File: src/rtl/wb_arbiter_two_masters.sv
// Two-master to one-slave Wishbone classic arbiter (32-bit).
//
// A master holds the grant for its whole bus cycle (cyc high), with no
// preemption. Simultaneous requests from idle are resolved round-robin. When
// the owner drops cyc while the other master is requesting, the grant passes
// over directly with no idle cycle. The slave interrupt goes to both masters.
//
// Ports:
//   clk, rst          system clock; synchronous active-high reset
//   m0_*_i / m0_*_o   master 0 request bus in, read data/ack/interrupt out
//   m1_*_i / m1_*_o   master 1, same set
//   s_*_o / s_*_i     slave request bus out, read data/ack/interrupt in
module wb_arbiter_two_masters (
  input  logic        clk,
  input  logic        rst,
  // Master 0
  input  logic        m0_we_i,
  input  logic        m0_cyc_i,
  input  logic        m0_stb_i,
  input  logic [3:0]  m0_sel_i,
  input  logic [31:0] m0_adr_i,
  input  logic [31:0] m0_dat_i,
  output logic [31:0] m0_dat_o,
  output logic        m0_ack_o,
  output logic        m0_int_o,
  // Master 1
  input  logic        m1_we_i,
  input  logic        m1_cyc_i,
  input  logic        m1_stb_i,
  input  logic [3:0]  m1_sel_i,
  input  logic [31:0] m1_adr_i,
  input  logic [31:0] m1_dat_i,
  output logic [31:0] m1_dat_o,
  output logic        m1_ack_o,
  output logic        m1_int_o,
  // Slave
  output logic        s_we_o,
  output logic        s_cyc_o,
  output logic        s_stb_o,
  output logic [3:0]  s_sel_o,
  output logic [31:0] s_adr_o,
  output logic [31:0] s_dat_o,
  input  logic [31:0] s_dat_i,
  input  logic        s_ack_i,
  input  logic        s_int_i
);

  localparam int unsigned DataWidth = 32;

  typedef enum logic [1:0] {OwnNone, OwnM0, OwnM1} owner_e;

  owner_e owner_q, owner_d;
  // Most recently granted master: 0 = M0, 1 = M1.
  logic   last_q, last_d;

  always_ff @(posedge clk) begin
    if (rst) begin
      owner_q <= OwnNone;
      last_q  <= 1'b1;  // M0 wins the first contention
    end else begin
      owner_q <= owner_d;
      last_q  <= last_d;
    end
  end

  always_comb begin
    owner_d = owner_q;
    last_d  = last_q;
    unique case (owner_q)
      OwnNone: begin
        if (m0_cyc_i && m1_cyc_i) begin
          owner_d = last_q ? OwnM0 : OwnM1;
        end else if (m0_cyc_i) begin
          owner_d = OwnM0;
        end else if (m1_cyc_i) begin
          owner_d = OwnM1;
        end
      end
      OwnM0: begin
        if (!m0_cyc_i) owner_d = m1_cyc_i ? OwnM1 : OwnNone;
      end
      OwnM1: begin
        if (!m1_cyc_i) owner_d = m0_cyc_i ? OwnM0 : OwnNone;
      end
      default: owner_d = OwnNone;
    endcase
    // Only a fresh grant can change the owner to a master, so this tracks grants.
    if (owner_d == OwnM0) last_d = 1'b0;
    if (owner_d == OwnM1) last_d = 1'b1;
  end

  // Combinational datapath steered by the registered owner, so a dropping
  // cyc/stb from the owner reaches the slave in the same cycle.
  always_comb begin
    s_we_o   = 1'b0;
    s_cyc_o  = 1'b0;
    s_stb_o  = 1'b0;
    s_sel_o  = '0;
    s_adr_o  = '0;
    s_dat_o  = '0;
    m0_dat_o = '0;
    m0_ack_o = 1'b0;
    m1_dat_o = '0;
    m1_ack_o = 1'b0;
    unique case (owner_q)
      OwnM0: begin
        s_we_o   = m0_we_i;
        s_cyc_o  = m0_cyc_i;
        s_stb_o  = m0_stb_i;
        s_sel_o  = m0_sel_i;
        s_adr_o  = m0_adr_i;
        s_dat_o  = m0_dat_i;
        m0_dat_o = s_dat_i;
        m0_ack_o = s_ack_i;
      end
      OwnM1: begin
        s_we_o   = m1_we_i;
        s_cyc_o  = m1_cyc_i;
        s_stb_o  = m1_stb_i;
        s_sel_o  = m1_sel_i;
        s_adr_o  = m1_adr_i;
        s_dat_o  = m1_dat_i;
        m1_dat_o = s_dat_i;
        m1_ack_o = s_ack_i;
      end
      default: ;
    endcase
  end

  assign m0_int_o = s_int_i;
  assign m1_int_o = s_int_i;

  // Width sanity for the fixed bus width.
  logic [DataWidth-1:0] unused_width_ref;
  assign unused_width_ref = s_dat_i;

endmodule

File: config.mk
export PLATFORM = sky130hd
export DESIGN_NAME = wb_arbiter_two_masters
export DESIGN_NICKNAME = d
export VERILOG_FILES = /design/src/rtl/wb_arbiter_two_masters.sv
export SDC_FILE = /design/constraint.sdc
export NUM_CORES = 1
export LEC_CHECK = 0
export BUFFER_PORTS_ARGS = -buffer_cell sky130_fd_sc_hd__buf_2
export CORE_AREA = 5 5 121 123
export CTS_CLUSTER_DIAMETER = 80
export DETAILED_ROUTE_END_ITERATION = 8
export DIE_AREA = 0 0 126 128
export HOLD_SLACK_MARGIN = 0.12
export PLACE_DENSITY = 0.48
export SYNTH_ARGS = -nofsm -noshare
export SYNTH_HDL_FRONTEND = slang
export SYNTH_SLANG_ARGS = --single-unit
File: constraint.sdc
create_clock -name clk -period 3.1 [get_ports clk]
set_input_delay 0.155 -clock clk [delete_from_list [all_inputs] [get_ports clk]]
set_output_delay 0.155 -clock clk [all_outputs]
set_load 0.005 [all_outputs]
=== After elaboration in Yosys (flattened, before gate mapping) ===
Index checks and enable logic that the tools add are counted.

* Eq/ne operators: 4
* Mux-type cells: 19
* Reduce and logical (&&, ||, !) cells: 3

{| class="wikitable"
|+ Operators by type and width
! kind !! count
|-
| 32-bit one-hot mux with 2 select lines || 2
|-
| 32-bit 2-to-1 mux || 2
|-
| 2-bit 2-to-1 mux || 7
|-
| 4-bit one-hot mux with 2 select lines || 1
|-
| 1-bit one-hot mux with 2 select lines || 3
|-
| 2-bit one-hot mux with 3 select lines || 1
|-
| 2-bit by 1-bit == test with 1-bit output, second input constant || 2
|-
| 2-bit == test, second input constant || 2
|-
| 1-bit 2-to-1 mux || 3
|-
| 2-bit logical NOT || 1
|-
| 2-bit OR reduction || 1
|-
| 1-bit logical AND || 1
|}

* Register bits after elaboration: 3
* Input port bits: 178
* Output and inout port bits: 139
* Word-level logic and storage cells: 28

=== Depth between registers and ports, before layout ===
* Depth after elaboration: 6
* Gate-level depth with buffers: 8

=== Worst setup path before layout ===
No wires, ideal clock.

* Path kind: register -> output
* From: register owner_q[0]
* To: output port s_adr_o[0]
* Arrival: 1.313 ns
* Setup slack: 1.632 ns
* Cell stages (with the launch flop): 8
* Buffers on the path: 3
* Cells stage by stage: dfxtp_1 inv_1 ha_1 buf_4 buf_4 buf_2 a22oi_1 nor2b_1

* Longest elaborated chain between the ends: 2
* Elaborated cells on any way between the ends: 3
* Classes of those cells: eq/ne (2); mux (1)

{| class="wikitable"
|+ RTL lines
! what !! line !! RTL
|-
| start, declared || 52 || <nowiki>owner_e owner_q, owner_d;</nowiki>
|-
| start signal, assigned || 58 || <nowiki>owner_q <= OwnNone;</nowiki>
|-
| start signal, assigned || 61 || <nowiki>owner_q <= owner_d;</nowiki>
|-
| 2-bit == test / 2-bit by 1-bit == test with 1-bit output (equally long branches) || 105 || <nowiki>unique case (owner_q)</nowiki>
|-
| 32-bit one-hot mux with 2 select lines (*) || 105 ||
|-
| end, declared || 41 || <nowiki>output logic [31:0] s_adr_o,</nowiki>
|}

Every way passes the cells marked *; elsewhere a longest branch is shown, timed or not.

=== Worst setup path in the final report ===
* From: register owner_q[1]
* To: output port s_dat_o[0]

* Longest elaborated chain between the ends: 2
* Elaborated cells on any way between the ends: 3
* Classes of those cells: eq/ne (2); mux (1)

{| class="wikitable"
|+ RTL lines
! what !! line !! RTL
|-
| 2-bit == test / 2-bit by 1-bit == test with 1-bit output (equally long branches) || 105 ||
|-
| 32-bit one-hot mux with 2 select lines (*) || 105 ||
|-
| end, declared || 42 || <nowiki>output logic [31:0] s_dat_o,</nowiki>
|}

Marks and branches as above.

==> impl_metrics.env <==
export IMPL_status="finished, final reports clean"
export IMPL_htree_num_levels=1
export IMPL_tightest_slew_ns=0.5926
export IMPL_rows=43
export IMPL_leakagePower_uw=0.002002
export IMPL_finalClockSkew_ns=0.0005334
export IMPL_power_density_mw_per_mm2=358.9
export IMPL_ir_worst_vdd_v=0.0002600
export IMPL_synth_nets=451
export IMPL_start_util=0.1343
export IMPL_fmax_ghz=0.4560
export IMPL_antenna_found_initial=1
export IMPL_ys_seq_area_frac=0.03299
export IMPL_synth_top_area_share=0.2887
export IMPL_yosys_area_top_type="a22oi_1"
export IMPL_dr_pass1_iters=5
export IMPL_final_cells=738
export IMPL_dpl_worst_slack_ns=1.065
export IMPL_nets=740
export IMPL_cts_clk_slew_worst_paths_ns=0.03
export IMPL_yosys_top_cells_area="a22oi_1 29%, nor2b_1 24%, and2_1 23%"
export IMPL_die_w_um=126
export IMPL_overflow=0
export IMPL_ant_nets=0
export IMPL_reg2reg_from="owner_q[0]$_SDFF_PP0_"
export IMPL_setup_viol=0
export IMPL_ys_flop_type="dfxtp_1"
export IMPL_grt_max_degree=56
export IMPL_gp_congestion=0.8144
export IMPL_hpwl_um=8578
export IMPL_grtUsageTotal=0.1088
export IMPL_numCtsBuffers=3
export IMPL_relSlewSlack=0.6050
export IMPL_place_inst=733
export IMPL_rsz0062_at_grt="false"
export IMPL_drcViolationCount=0
export IMPL_fin_util=0.2662
export IMPL_crit_arrival_ns=2.04
export IMPL_syn_area_mm2=0.001820
export IMPL_vias=2971
export IMPL_post_route_period_util=0.7075
export IMPL_ys_seq_elements=3
export IMPL_coreArea_mm2=0.01356
export IMPL_crit_type="register to primary output"
export IMPL_cp_max_fo=49
export IMPL_clockRootBuffer="clkbuf_16"
export IMPL_cts_tree="built"
export IMPL_critPathLaunchType="register"
export IMPL_clock_latency_ns=0.22
export IMPL_clkSinkCount=3
export IMPL_post_cts_setup_buffers=0
export IMPL_synth_edf_count=0
export IMPL_post_cts_resized=0
export IMPL_grt_pass1_wl_um=14660
export IMPL_worstPathRequired_ns=2.94
export IMPL_synth_warnings=0
export IMPL_viasPerCell=4.026
export IMPL_grt_pass1_vias=2585
export IMPL_hold_viol_final=0
export IMPL_ys_types=25
export IMPL_drive_above_1_share=0.5871
export IMPL_hp_class="input pin to register"
export IMPL_hold_slack_ns=0.1481
export IMPL_synth_area_per_cell_um2=6.768
export IMPL_finalCriticalPeriod_ns=2.193
export IMPL_tns_ns=0
export IMPL_fp_dieArea_mm2=0.01613
export IMPL_ioPinCount=317
export IMPL_holdBufCountCts=0
export IMPL_cap_viol_max_count=0
export IMPL_hp_start="rst"
export IMPL_dr_first_iter_drc_count=117
export IMPL_ys_async_sr_fraction=0
export IMPL_avgRoutedWirePerCell_um=14.24
export IMPL_synth_cells=269
export IMPL_cts_path_max_buffers=2
export IMPL_timing_final_ws_setup_ns=0.9068
export IMPL_worstSetupStartpoint="owner_q[1]$_SDFF_PP0_"
export IMPL_die_h_um=128
export IMPL_drt_wl_total_um=10510
export IMPL_maxSlewViolCount=0
export IMPL_port_buffers=313
export IMPL_syn2layout_area_growth_pct=98.21
export IMPL_endpoint_kind="primary output"
export IMPL_netlist_top_cells_count="70 x a22oi_1, 70 x nor2b_1, 67 x and2_1"
-- layer usage --
| layer | wire [um] | vias up | share of wire | track usage |
|---|---|---|---|---|
| met3 | 628 | 2 | 0.060 | 0.01458 |
| li1 | - | 1512 | - | - |
| met5 | 0 | - | 0 | 0 |
| met2 | 5661 | 108 | 0.54 | 0.2038 |
| met4 | 27 | 0 | 0.0026 | 0.01451 |
| met1 | 4190 | 1349 | 0.40 | 0.1356 |
-- stage by stage --
step | total power, uW | instance area, um2
after global placement | 1121 | 3527
after global routing | 1416 | 3608
after floorplan | 672.5 | 1821
after CTS | 1318 | 3606
after detailed placement | 1109 | 3527
final | 1295 | 3608
-- registers in the layout (all words and copies together), names as in the netlist --
signal / count
owner_q: 2
last_q: 1
-- critical path, stage by stage, from the launching register on --
cell	delay, ns
dfxtp_1	0.34
inv_1	0.15
ha_4	0.50
buf_4	0.43
a22oi_1	0.13
nor2b_1	0.14
buf_2	0.12
-- placed cells by master, fill, tap and decap left out, types with 2 or more instances in the layout --
cell         n
buf_4        2
inv_1        5
and2_1      67
o211ai_1     2
a21oi_1      2
a22oi_1     70
buf_2      313
buf_12       2
clkbuf_16    3
ha_4         2
nor2b_1     70
dfxtp_1      3
-- power by group --
group / leakage [uW] / switching, uW / total, uW / internal [uW]
logic: 0.00194 / 508 / 1030 / 521
registers: 0.0000249 / 12.0 / 61.7 / 49.7
clock network: 0.0000382 / 34.9 / 205 / 170
total: 0.00200 / 555 / 1300 / 740
-- logic make-up after synthesis --
| group | after synthesis | share of synthesized area |
|---|---|---|
| adders and majority gates | 4 | 0.02749 |
| and+or+nand+nor | 141 | 0.4852 |
| DFF | 3 | 0.03299 |
| buffers and inverters | 39 | 0.1045 |
| AOI/OAI and AO/OA | 82 | 0.3498 |
-- area by class of cell --
cell class              count  area (um2)
repair buffers            317        1622
flip-flops and latches      3       60.06
diodes                      1       2.502
multi-input cells         227        1598
well taps                 180       225.2
fillers                  1514        9950
inverters                   6       22.52
clock buffers               4       78.83
-- final timing paths --
check                          endpoint  slack, ns  cells past startpoint
setup / recovery             s_dat_o[0]       0.91                      6
hold / removal    owner_q[0]$_SDFF_PP0_       0.15                      2
setup reg to reg    last_q$_SDFFE_PP1N_       1.19                      6
hold reg to reg     last_q$_SDFFE_PP1N_       0.54                      2
Power figures use the tool's default switching activity.
